File: src/rtl/sink_rr_arbiter.sv
// sink_rr_arbiter: round-robin merge of NIN flit streams into one registered sink port with delivery count and dst check
module sink_rr_arbiter #(
  parameter int WIDTH = 32,
  parameter int N = 16,
  parameter int N_ADDR_WIDTH = $clog2(N),
  parameter int NIN = 4,
  parameter int NODE = 15,
  parameter int CNT_WIDTH = 16,
  parameter int DONE_COUNT = 1000
) (
  input  logic                 clk,
  input  logic                 rst,
  input  logic [NIN*WIDTH-1:0] data_in,
  input  logic [NIN-1:0]       valid_in,
  output logic [NIN-1:0]       ready_out,
  output logic [WIDTH-1:0]     data_out,
  output logic                 valid_out,
  input  logic                 ready_in,
  output logic [CNT_WIDTH-1:0] delivered,
  output logic                 dst_err,
  output logic                 done
);
  localparam int PW = NIN > 1 ? $clog2(NIN) : 1;
  logic [PW-1:0] ptr, g, j;
  logic hit, can_accept, in_xfer, out_xfer;
  logic [WIDTH-1:0] sel;
  logic [CNT_WIDTH-1:0] cnt_nxt;
  always_comb begin
    hit = 1'b0;
    g = ptr;
    j = ptr;
    for (int k = NIN - 1; k >= 0; k--) begin
      j = PW'((int'(ptr) + k) % NIN);
      if (valid_in[j]) begin
        hit = 1'b1;
        g = j;
      end
    end
  end
  assign can_accept = !valid_out || ready_in;
  assign ready_out = (hit && can_accept && !rst) ? NIN'(1) << g : '0;
  assign in_xfer = |ready_out;
  assign out_xfer = valid_out && ready_in;
  assign sel = data_in[int'(g)*WIDTH +: WIDTH];
  assign cnt_nxt = (out_xfer && delivered != '1) ? delivered + 1'b1 : delivered;
  always_ff @(posedge clk) begin
    if (rst) begin
      ptr <= '0;
      data_out <= '0;
      valid_out <= 1'b0;
      delivered <= '0;
      dst_err <= 1'b0;
      done <= 1'b0;
    end else begin
      valid_out <= in_xfer || (valid_out && !ready_in);
      delivered <= cnt_nxt;
      done <= done || (32'(cnt_nxt) >= 32'(DONE_COUNT));
      if (in_xfer) begin
        data_out <= sel;
        ptr <= g == PW'(NIN - 1) ? '0 : g + 1'b1;
        dst_err <= dst_err || (sel[WIDTH-1-N_ADDR_WIDTH -: N_ADDR_WIDTH] != N_ADDR_WIDTH'(NODE));
      end
    end
  end
endmodule

File: config.mk
export PLATFORM = sky130hd
export DESIGN_NAME = sink_rr_arbiter
export DESIGN_NICKNAME = d
export VERILOG_FILES = /design/src/rtl/sink_rr_arbiter.sv
export SDC_FILE = /design/constraint.sdc
export NUM_CORES = 1
export LEC_CHECK = 0
export ABC_AREA = 1
export BUFFER_PORTS_ARGS = -buffer_cell sky130_fd_sc_hd__buf_2
export CORE_MARGIN = 3
export CORE_UTILIZATION = 45
export CTS_BUF_LIST = sky130_fd_sc_hd__clkbuf_4
export DETAILED_ROUTE_END_ITERATION = 16
export GPL_TIMING_DRIVEN = 1
export PLACE_DENSITY = 0.8
export REMOVE_ABC_BUFFERS = 1
export SLEW_MARGIN = 20
export SYNTH_ARGS = -nofsm -noshare
export SYNTH_HDL_FRONTEND = slang
export SYNTH_SLANG_ARGS = --single-unit
export TNS_END_PERCENT = 10
File: constraint.sdc
create_clock -name clk -period 7.3 [get_ports clk]
set_clock_uncertainty 0.1 [all_clocks]
set_input_delay 1.825 -clock clk [delete_from_list [all_inputs] [get_ports clk]]
set_output_delay 1.825 -clock clk [all_outputs]
set_load 0.05 [all_outputs]
* After elaboration in Yosys (flattened, before gate mapping) *
Index checks and enable logic that the tools add are counted.

storage, ports and cells
  register bits after elaboration = 53
  bits of input ports = 135
  output and inout port bits = 55
  logic and storage cells = 53

operators by class
  add/sub/neg operators = 5
  $lt $le $gt $ge = 5
  equality and inequality tests = 3
  shift-type cells = 2
  muxes and demuxes = 19
  reductions and logical operators = 13

operator list
  operator                                                number
  indexed part select 128 x 8 -> 32 bit                   1
  adder 16 x 1 -> 16 bit (second input constant)          1
  >= comparator 16 x 10 -> 1 bit (second input constant)  1
  two-way mux 16 bit                                      1
  inequality test 16 bit (second input constant)          1
  < comparator 2 x 3 -> 1 bit (second input constant)     4
  two-way mux 2 bit                                       5
  binary-select mux 1 bit (select 2 bit)                  4
  two-way mux 1 bit                                       8
  logical AND 1 bit                                       5
  adder 2 x 1 -> 2 bit (second input constant)            2
  adder 2 bit (second input constant)                     2
  logical OR 1 bit                                        4
  two-way mux 4 bit                                       1
  inequality test 4 bit (second input constant)           1
  OR reduction 4 bit                                      1
  left shift 1 x 2 -> 4 bit (first input constant)        1
  zero test 1 bit                                         3
  equality test 2 bit (second input constant)             1

* Longest topological paths before layout *
Gate-level depths: netlist of run 1.

  depth after elaboration = 12
  depth in mapped cells = 20

* Worst setup path before layout of run 1 *
No wires, ideal clock.

  path kind = input to output
  from = input port valid_in[3]
  to = output port ready_out[0]
  arrival time = 3.575 ns
  setup slack = 1.800 ns
  cell stages on the path = 13
  cell sequence = inv_1 > nand2_1 > nand3_1 > nand2_1 > inv_2 > nand2_2 > nand2_4 > nand3_2 > nand2_2 > buf_2 > ha_1 > inv_1 > nor2_1

between the ends
  cells in the longest elaborated chain, start to end = 9
  elaborated cells between the ends (all ways) = 20

ends and longest elaborated chain
  element                                  RTL line  RTL
  start, declared                          14        input logic [NIN-1:0] valid_in,
  binary-select mux 1 bit (select 2 bit)   34        if (valid_in[j]) begin
  two-way mux 1 bit (not written as such)  34
  two-way mux 1 bit (4 in a row)           34
  logical AND 1 bit (2 in a row)           41        assign ready_out = (hit && can_accept && !rst) ? NIN'(1) << g : '0;
  two-way mux 4 bit *                      41
  end, declared                            15        output logic [NIN-1:0] ready_out,

Every way passes the cells marked *; elsewhere a longest branch is shown, timed or not. The select of a mux whose other input is x is not followed.

* Worst setup path after layout of run 1 *
  from = input port valid_in[3]
  to = output port ready_out[2]

The elaborated chain is that of the path after synthesis.

==> results of run 1 <==
-- through the flow --
stage	power (mW)	std cells	setup slack, ns	utilization (%)
2_1_floorplan	1.49	524	1.38	-
4_1_cts	1.99	824	1.19	58.5
5_1_grt	2.15	824	0.907	58.5
6_report	1.98	824	1.17	58.5
3_5_place_dp	1.86	817	1.19	57.8
3_3_place_gp	1.81	817	1.30	57.8
-- worst min-delay path, delay by kind of cell (launching register included) --
family | cells | cell delay (ns)
flops | 1 | 0.36
buf+inv | 1 | 0.05
compound gates | 1 | 0.10
-- report_power, final --
group / switching, mW / internal [mW] / leakage [nW] / total, mW
clock network: 0.0868 / 0.0390 / 0.0292 / 0.126
logic: 1.03 / 0.415 / 2.03 / 1.45
registers: 0.0453 / 0.365 / 0.435 / 0.410
total: 1.16 / 0.819 / 2.49 / 1.98
-- registers in the layout, summed over array words and instances, names as in the netlist --
| name | count |
|---|---|
| valid_out | 1 |
| data_out | 32 |
| done | 1 |
| delivered | 16 |
| ptr | 2 |
| dst_err | 1 |
-- synth_stat cells --
library cell	instances
inv_2	7
nand2_1	55
clkbuf_2	1
xor2_1	9
and3_1	1
inv_1	81
nor2_2	1
nand3_2	2
nor4_1	1
nand3_4	1
nand4_1	6
o211ai_1	4
nand2_2	10
dfxtp_1	53
o22ai_1	28
nand3b_1	1
xnor2_1	3
o21ai_0	32
buf_6	10
nand2_8	1
o21ai_2	3
o21ai_1	60
nand3_1	31
nand2_4	3
nor3_2	1
a21oi_1	8
o21bai_1	28
buf_2	13
ha_1	5
nor2_1	87
nor3_1	2
buf_4	1
clkbuf_1	7
-- cell type report --
cell class / count / area (µm²)
fill: 790 / 3240
multi-input combinational: 383 / 2040
sequential: 53 / 1060
timing repair buffer: 191 / 961
inverter: 88 / 330
tap: 102 / 128
clock buffer: 6 / 45.0
clock inverter: 1 / 3.75
-- how the worst min path moves through the flow --
stage                             from           end  slack (ns)  cells past startpoint
after CTS                 data_out[25]  data_out[25]        0.44                      2
after global placement    data_out[27]  data_out[27]        0.38                      2
final                     data_out[24]  data_out[24]        0.43                      2
after floorplan                 ptr[1]        ptr[1]        0.42                      2
after global routing      data_out[25]  data_out[25]        0.46                      2
after detailed placement  data_out[25]  data_out[25]        0.40                      2
-- routing by layer --
layer	track usage [%]	part of all wire (%)
met4	7.58	2.1
met5	0	0
met2	42.6	50
met1	28.0	41
met3	4.61	6.8
-- cell families after synthesis --
logic type	after synthesis	synth area share, %
and+or+nand+nor	203	25.4
buffers and inverters	120	15.0
DFF	53	29.1
adders and majority gates	5	1.72
xor gates and xnor gates	12	2.88
AOI/OAI and AO/OA	163	25.9
==> impl_metrics.json, run 1 <==
{
  "num_vias": 4265,
  "slowest_stage": "inv_2",
  "drt-initial-drc-count": 215,
  "crit_path_end": "ready_out[2]",
  "yosys-top-cells-area": "dfxtp_1 (29%), nor2_1 (9.0%), inv_1 (8.3%)",
  "synthCells": 556,
  "ctsResizeCount": 0,
  "cts_tree": "done",
  "outcome": "finished clean",
  "overflow": 0,
  "crit_type": "input pin to output pin",
  "grt_max_degree": 66,
  "ys_warn_count": 0,
  "post-route-cell-area_um2": 4560,
  "grt_pass1_vias": 3994,
  "clock_path_buffers": 2,
  "finalWeightedCongestion": 0.945,
  "htree_levels": 2,
  "drtPass1Iterations": 5,
  "synth_top_area_share_pct": 29.1,
  "ant_nets": 0,
  "track_usage_pct": 23.7,
  "final_cell_mix": "buf_2 (189), nor2_1 (87), inv_1 (81), o21ai_1 (60), nand2_1 (55)",
  "die-area_um2": 9210,
  "portBuffers": 189,
  "path_depth": 15,
  "grt_antenna_before_repair": 0,
  "fmax_mhz": 163,
  "cts_setup_buffers": 0,
  "ys_ff_latch": 53,
  "critPathBufInv": 6,
  "final_common_cell": "buf_2",
  "area_growth_pct": 25.3,
  "worstSetupStartpointType": "input pin",
  "cp-startpoint": "valid_in[3]",
  "arrival_ns": 4.21,
  "wl_per_cell_um": 13.8,
  "cp_common_cell": "nand2_1",
  "fin_hold_ws_ns": 0.428,
  "clk_latency_ns": 0.36,
  "synth_top_area_cell": "dfxtp_1",
  "fin_setup_tns_ns": 0,
  "drc": 0,
  "ir_worst_vdd_mv": 0.355,
  "cts_hold_buf": 0,
  "slew_viol_final": 0,
  "cp_top_family": "buffers and inverters",
  "period_needed_ns": 6.13,
  "hpwlAfterDp_um": 8640,
  "die_w_um": 96.0,
  "drive_gt1_share_pct": 31.3,
  "syn-mean-instance-area_um2": 6.55,
  "placed_area_um2": 4520,
  "period_share_pct": 84.0,
  "num_io_pins": 190,
  "nets": 862,
  "core.rowCount": 32,
  "leakage_nw": 2.49,
  "finalHoldViolations": 0,
  "tightest_slew_ns": 0.915,
  "maxCapViolations": 0,
  "r2r-end": "ptr[1]",
  "r2r-start": "ptr[0]",
  "synthDistinctLibCells": 33,
  "fp.dieH_um": 96.0,
  "regToRegSetupSlack_ns": 2.68,
  "grt_setup_unrepaired": "no",
  "cp-end-kind": "output pin",
  "p_per_area_nw_per_um2": 434,
  "grt_pass1_wl_um": 17600,
  "wl_um": 11400,
  "rr_worst_depth": 17,
  "via_per_inst": 5.18,
  "cp.required_ns": 5.38,
  "finalSetupViolations": 0,
  "crit_fanout": 35,
  "cts.sinks": 53,
  "clkTransAtPathRegs_ns": 0.14,
  "antenna_cells": 0,
  "core_um2": 7810,
  "cts_buffers": 5,
  "syn_area_um2": 3640,
  "max_slew_margin_pct": 38.9,
  "hold_class": "flip-flop to flip-flop",
  "start_util_pct": 46.7,
  "cts_root_buf": "clkbuf_4",
  "path_cells": "buf_2 -> inv_1 -> o21ai_2 -> nand2_1 -> nand2_1 -> inv_2 -> nand2_1 -> nand2_1 -> nand2_1 -> nand2_2 -> inv_2 -> ha_1 -> inv_1 -> nor2_1 -> buf_2",
  "slowest_delay_ns": 0.62,
  "ys_seq_area_share_pct": 29.1
}
Power figures use the tool's default switching activity.
==> run 2, diff against run 1 <==
==> constraint.sdc (replaced) <==
create_clock -name clk -period 6.3 [get_ports clk]
set_clock_uncertainty 0.1 [all_clocks]
set_input_delay 1.575 -clock clk [delete_from_list [all_inputs] [get_ports clk]]
set_output_delay 1.575 -clock clk [all_outputs]
set_load 0.05 [all_outputs]
==> run 2 against run 1 <==
Sequential power is 16% higher. Sequential cell count stayed put. Total power is 16% higher. Via count is 0.30% lower. Global-route usage is 0.59 points higher. Sequential share of layout area is 0.070 points lower. Combinational power is 16% higher. Cell area is 0.30% higher. Final cell count is 0.24% higher. Worst setup slack worse by 0.089 ns. Clock power is 18% higher. Highest routed layer unchanged. Hold slack worse by 0.0084 ns. Critical endpoint unchanged.
==> impl_metrics.json, run 2 (synthesized netlist as in run 1, its figures left out) <==
{
  "outcome": "finished clean",
  "regToRegSetupSlack_ns": 2.19,
  "cp_top_family": "simple AND/OR/NAND/NOR gates",
  "cts_root_buf": "clkbuf_4",
  "via_per_inst": 5.15,
  "clkTransAtPathRegs_ns": 0.13,
  "path_cells": "buf_2 -> inv_1 -> nand2_1 -> nand3_1 -> nand2_1 -> inv_2 -> nand2_2 -> nand2_4 -> nand3_2 -> nand2_2 -> ha_1 -> inv_1 -> nor2_1 -> buf_2",
  "core_um2": 7810,
  "period_needed_ns": 5.22,
  "grt_max_degree": 66,
  "cts_buffers": 5,
  "worstSetupStartpointType": "input pin",
  "die-area_um2": 9210,
  "placed_area_um2": 4520,
  "cts.sinks": 53,
  "period_share_pct": 82.9,
  "cts_setup_buffers": 0,
  "slowest_delay_ns": 0.48,
  "ant_nets": 0,
  "crit_fanout": 33,
  "die_w_um": 96.0,
  "fmax_mhz": 191,
  "top_register": "data_out",
  "cts_tree": "done",
  "max_slew_margin_pct": 36.9,
  "drt-initial-drc-count": 182,
  "critPathBufInv": 5,
  "arrival_ns": 3.55,
  "post-route-cell-area_um2": 4580,
  "power_mw": 2.30,
  "slowest_stage": "nand2_2",
  "clk_latency_ns": 0.36,
  "maxCapViolations": 0,
  "core.rowCount": 32,
  "ctsResizeCount": 0,
  "overflow": 0,
  "track_usage_pct": 24.2,
  "final_cell_mix": "buf_2 (189), nor2_1 (87), inv_1 (81), o21ai_1 (60), nand2_1 (55)",
  "antenna_cells": 0,
  "num_vias": 4252,
  "ir_worst_vdd_mv": 0.310,
  "fin_setup_tns_ns": 0,
  "cp-end-kind": "output pin",
  "finalSetupViolations": 0,
  "drtPass1Iterations": 5,
  "hold_class": "flip-flop to flip-flop",
  "fillers": 761,
  "final_common_cell": "buf_2",
  "htree_levels": 2,
  "nets": 863,
  "grt_setup_unrepaired": "no",
  "leakage_nw": 2.50,
  "top_regs": "data_out (32), delivered (16), ptr (2)",
  "largest_reg_flops": 32,
  "wl_per_cell_um": 13.7,
  "cp.required_ns": 4.62,
  "hpwlAfterDp_um": 8700,
  "portBuffers": 189,
  "final_cells": 826,
  "num_io_pins": 190,
  "dpl.cell_count": 818,
  "drive_gt1_share_pct": 31.5,
  "grt_antenna_before_repair": 0,
  "clock_path_buffers": 2,
  "finalWeightedCongestion": 0.893,
  "wl_um": 11300,
  "slew_viol_final": 0,
  "tightest_slew_ns": 0.945,
  "drc": 0,
  "fp.dieH_um": 96.0,
  "start_util_pct": 46.7,
  "cts_hold_buf": 0,
  "area_growth_pct": 25.7,
  "finalHoldViolations": 0,
  "p_per_area_nw_per_um2": 502,
  "crit_type": "input pin to output pin",
  "grt_pass1_wl_um": 18100,
  "grt_pass1_vias": 4083,
  "final_core_util_pct": 58.6
}
run 2: cell types whose count changed in the layout (fill, tap and decap cells not counted), sizes merged:
cell / before / now
clkinv: 1 / 3
buf: 191 / 192
clkbuf: 6 / 5
run 2: stage by stage:
| step | worst slack, ns | hold WS (ns) |
|---|---|---|
| detailed placement | 1.10 | 0.385 |
| global placement | 1.22 | 0.381 |
| global route | 0.847 | 0.459 |
| finish | 1.08 | 0.419 |
| floorplan | 0.882 | 0.422 |
| CTS | 1.09 | 0.423 |
run 2: final cells by class:
cell class                      count  area (µm²)  area share [%]
Clock buffer                        5        37.5           0.820
Clock inverter                      3        17.5           0.383
Inverter                           88         330            7.22
Multi-Input combinational cell    383        2040            44.5
Sequential cell                    53        1060            23.2
Tap cell                          102         128            2.79
Timing Repair Buffer              192         968            21.2
run 2: path summary, 6_finish.rpt:
check	startpoint	endpoint	cells after the start
worst max-delay path	valid_in[3]	ready_out[2]	14
worst min-delay path	data_out[24]	data_out[24]	2
worst max register to register	ptr[0]	ptr[1]	15
worst min register to register	data_out[24]	data_out[24]	2
run 2: worst reg2reg max path, stage by stage (launching register included):
cell and delay (ns):
dfxtp_1 0.67, inv_2 0.20, nand2_1 0.13, nand3_1 0.10
nand2_1 0.11, inv_2 0.04, nand2_2 0.07, nand2_4 0.08
nand3_2 0.10, nand2_2 0.35, ha_1 0.39, o21ai_2 0.15
nand2_2 0.38, inv_1 0.87, o21ai_0 0.18, a21oi_1 0.14
run 2: per-layer routing:
layer	wire, µm	track usage [%]	up-vias	part of all wire (%)
met3	818	4.77	29	7.2
met4	315	8.41	0	2.8
met1	4650	29.9	1896	41
li1	-	-	2148	-
met5	0	0	-	0
met2	5540	41.7	179	49
run 2: power by group:
part           switching [mW]  internal, mW  leakage [nW]  total [mW]
combinational            1.19         0.486          2.03        1.68
clock                   0.106        0.0427        0.0326       0.149
sequential             0.0516         0.422         0.435       0.474
==> run 3, diff against run 2 <==
--- a/config.mk
+++ b/config.mk
@@ -5,14 +5,14 @@
 export SDC_FILE = /design/constraint.sdc
 export NUM_CORES = 1
 export LEC_CHECK = 0
-export ABC_AREA = 1
+export ABC_AREA = 0
 export BUFFER_PORTS_ARGS = -buffer_cell sky130_fd_sc_hd__buf_2
 export CORE_MARGIN = 3
-export CORE_UTILIZATION = 45
+export CORE_UTILIZATION = 41
 export CTS_BUF_LIST = sky130_fd_sc_hd__clkbuf_4
 export DETAILED_ROUTE_END_ITERATION = 16
 export GPL_TIMING_DRIVEN = 1
-export PLACE_DENSITY = 0.8
+export PLACE_DENSITY = 0.78
 export REMOVE_ABC_BUFFERS = 1
 export SLEW_MARGIN = 20
 export SYNTH_ARGS = -nofsm -noshare
==> constraint.sdc (replaced) <==
create_clock -name clk -period 4.2 [get_ports clk]
set_clock_uncertainty 0.1 [all_clocks]
set_input_delay 1.05 -clock clk [delete_from_list [all_inputs] [get_ports clk]]
set_output_delay 1.05 -clock clk [all_outputs]
set_load 0.05 [all_outputs]
==> run 3 against run 2 <==
Count of clock-buffer cells in the layout is the same. Synthesized cell count shrank 8.3%. Register-to-register slack lost 1.0 ns. Critical path depth shrank 6. Die area grew 0.10%. Critical endpoint is now ready_out[0]. Largest cell class unchanged.
==> impl_metrics.json, run 3 <==
{
  "grt_pass1_vias": 3634,
  "ff_latch_area_um2": 1060,
  "setup_slack_ns": 0.218,
  "cts_buffers": 5,
  "period_needed_ns": 3.98,
  "core_um2": 7810,
  "clock_path_buffers": 2,
  "wl_um": 10300,
  "die-area_um2": 9220,
  "num_io_pins": 190,
  "top_regs": "data_out (32), delivered (16), ptr (2)",
  "cts_hold_buf": 0,
  "p_per_area_nw_per_um2": 386,
  "core.rowCount": 32,
  "synth_top_area_share_pct": 31.9,
  "cts.sinks": 53,
  "final_cells": 780,
  "synth_top_area_cell": "dfxtp_1",
  "max_slew_margin_pct": 51.3,
  "syn-mean-instance-area_um2": 6.52,
  "ys_warn_count": 0,
  "grt_setup_unrepaired": "no",
  "crit_type": "input pin to output pin",
  "finalHoldViolations": 0,
  "worstSetupStartpointType": "input pin",
  "final_common_cell": "buf_2",
  "dpl.cell_count": 772,
  "drtPass1Iterations": 4,
  "fp.dieH_um": 96.0,
  "synthCells": 510,
  "track_usage_pct": 21.3,
  "drive_gt1_share_pct": 31.1,
  "num_vias": 4002,
  "synth_flop_cell": "dfxtp_1",
  "die_w_um": 96.0,
  "wl_per_cell_um": 13.2,
  "grt_antenna_before_repair": 0,
  "ant_nets": 0,
  "syn_area_um2": 3320,
  "cts_root_buf": "clkbuf_4",
  "synth_common_cells": "nand2_1 (174), nand3_1 (97), dfxtp_1 (53), a21oi_1 (38), nor2_1 (27)",
  "start_util_pct": 42.6,
  "hpwlAfterDp_um": 7750,
  "fin_hold_ws_ns": 0.359,
  "via_per_inst": 5.13,
  "arrival_ns": 2.83,
  "ctsResizeCount": 0,
  "period_share_pct": 94.8,
  "cp-end-kind": "output pin",
  "yosys-top-cells-area": "dfxtp_1 (32%), nand2_1 (20%), nand3_1 (15%)",
  "crit_fanout": 11,
  "pre_cts_ws_ns": 0.232,
  "htree_levels": 2,
  "ys_async_sr_fraction_pct": 0,
  "grt_pass1_wl_um": 16000,
  "finalWeightedCongestion": 0.966,
  "portBuffers": 189,
  "cts_tree": "done",
  "top_register": "data_out",
  "leakage_nw": 2.15,
  "synth_edf_count": 0,
  "clkTransAtPathRegs_ns": 0.15,
  "ys_ff_latch": 53,
  "hold_class": "flip-flop to flip-flop",
  "finalSetupViolations": 0,
  "outcome": "finished clean",
  "antenna_cells": 0,
  "synth.most_common_cell": "nand2_1",
  "cts_setup_buffers": 0,
  "clk_latency_ns": 0.36,
  "synthDistinctLibCells": 49,
  "grt_max_degree": 61,
  "fillers": 771,
  "ir_worst_vdd_mv": 0.167,
  "largest_reg_flops": 32,
  "cp.required_ns": 3.05,
  "area_growth_pct": 30.4,
  "overflow": 0,
  "maxCapViolations": 0,
  "fmax_mhz": 251,
  "drc": 0,
  "multi_input_area_um2": 2060,
  "slew_viol_final": 0,
  "tightest_slew_ns": 0.726,
  "nets": 817,
  "final_cell_mix": "buf_2 (189), nand2_1 (174), nand3_1 (97), dfxtp_1 (53), a21oi_1 (38)",
  "drt-initial-drc-count": 181,
  "ys_seq_area_share_pct": 31.9
}
[run 3: final timing paths]
check                                 start      endpoint  slack (ns)  depth (start not counted)
worst max-delay path            valid_in[3]  ready_out[0]        0.22                          8
worst min-delay path            data_out[1]   data_out[1]        0.36                          2
worst max register to register       ptr[1]       dst_err        1.18                          9
worst min register to register  data_out[1]   data_out[1]        0.36                          2
[run 3: per-stage QoR]
stage | power, mW | util, % | cell area (µm²) | TNS, ns
2_1_floorplan | 1.20 | - | 3140 | -62.63
3_3_place_gp | 1.45 | 54.8 | 4280 | 0
3_5_place_dp | 1.46 | 54.8 | 4280 | 0
4_1_cts | 1.69 | 55.5 | 4330 | 0
5_1_grt | 1.79 | 55.5 | 4330 | 0
6_report | 1.67 | 55.5 | 4330 | 0
[run 3: worst max-delay path: stages]
cell and delay, ns:
buf_2 0.14, and3b_1 0.20, a2111oi_1 0.38, or2_2 0.32, inv_2 0.12, ha_1 0.25, and2_1 0.16, buf_2 0.21
[run 3: area by class of cell]
| cell class | instances | share of cell area (%) |
|---|---|---|
| inverter | 8 | 0.693 |
| tap | 102 | 2.94 |
| multi-input combinational | 413 | 47.6 |
| clock buffer | 5 | 0.866 |
| sequential | 53 | 24.5 |
| clock inverter | 3 | 0.404 |
| timing repair buffer | 196 | 23.0 |
[run 3: report_power, final]
group	switching, mW	leakage, nW	internal (mW)
logic	0.597	1.68	0.252
registers	0.0327	0.432	0.567
clock network	0.160	0.0326	0.0640
total	0.790	2.15	0.884
[run 3: routing by layer]
| metal | GRT usage, % | routed length [µm] |
|---|---|---|
| met5 | 0 | 0 |
| met2 | 38.3 | 5080 |
| met3 | 5.39 | 782 |
| met4 | 6.75 | 146 |
| met1 | 24.5 | 4270 |
[run 3: cell families (layout without fill, tap and decap cells)]
kind of cell             count (synthesis)  in the layout  share of synthesized area (%)
multiplexers                             2              2                          0.602
adder cells (fa/ha/maj)                  5              5                           1.88
flip-flops                              53             53                           31.9
AO/OA/AOI/OAI                           66             66                           12.4
AND/OR/NAND/NOR                        328            328                           43.6
XOR/XNOR                                12             12                           3.16
buffers and inverters                   44            212                           6.36
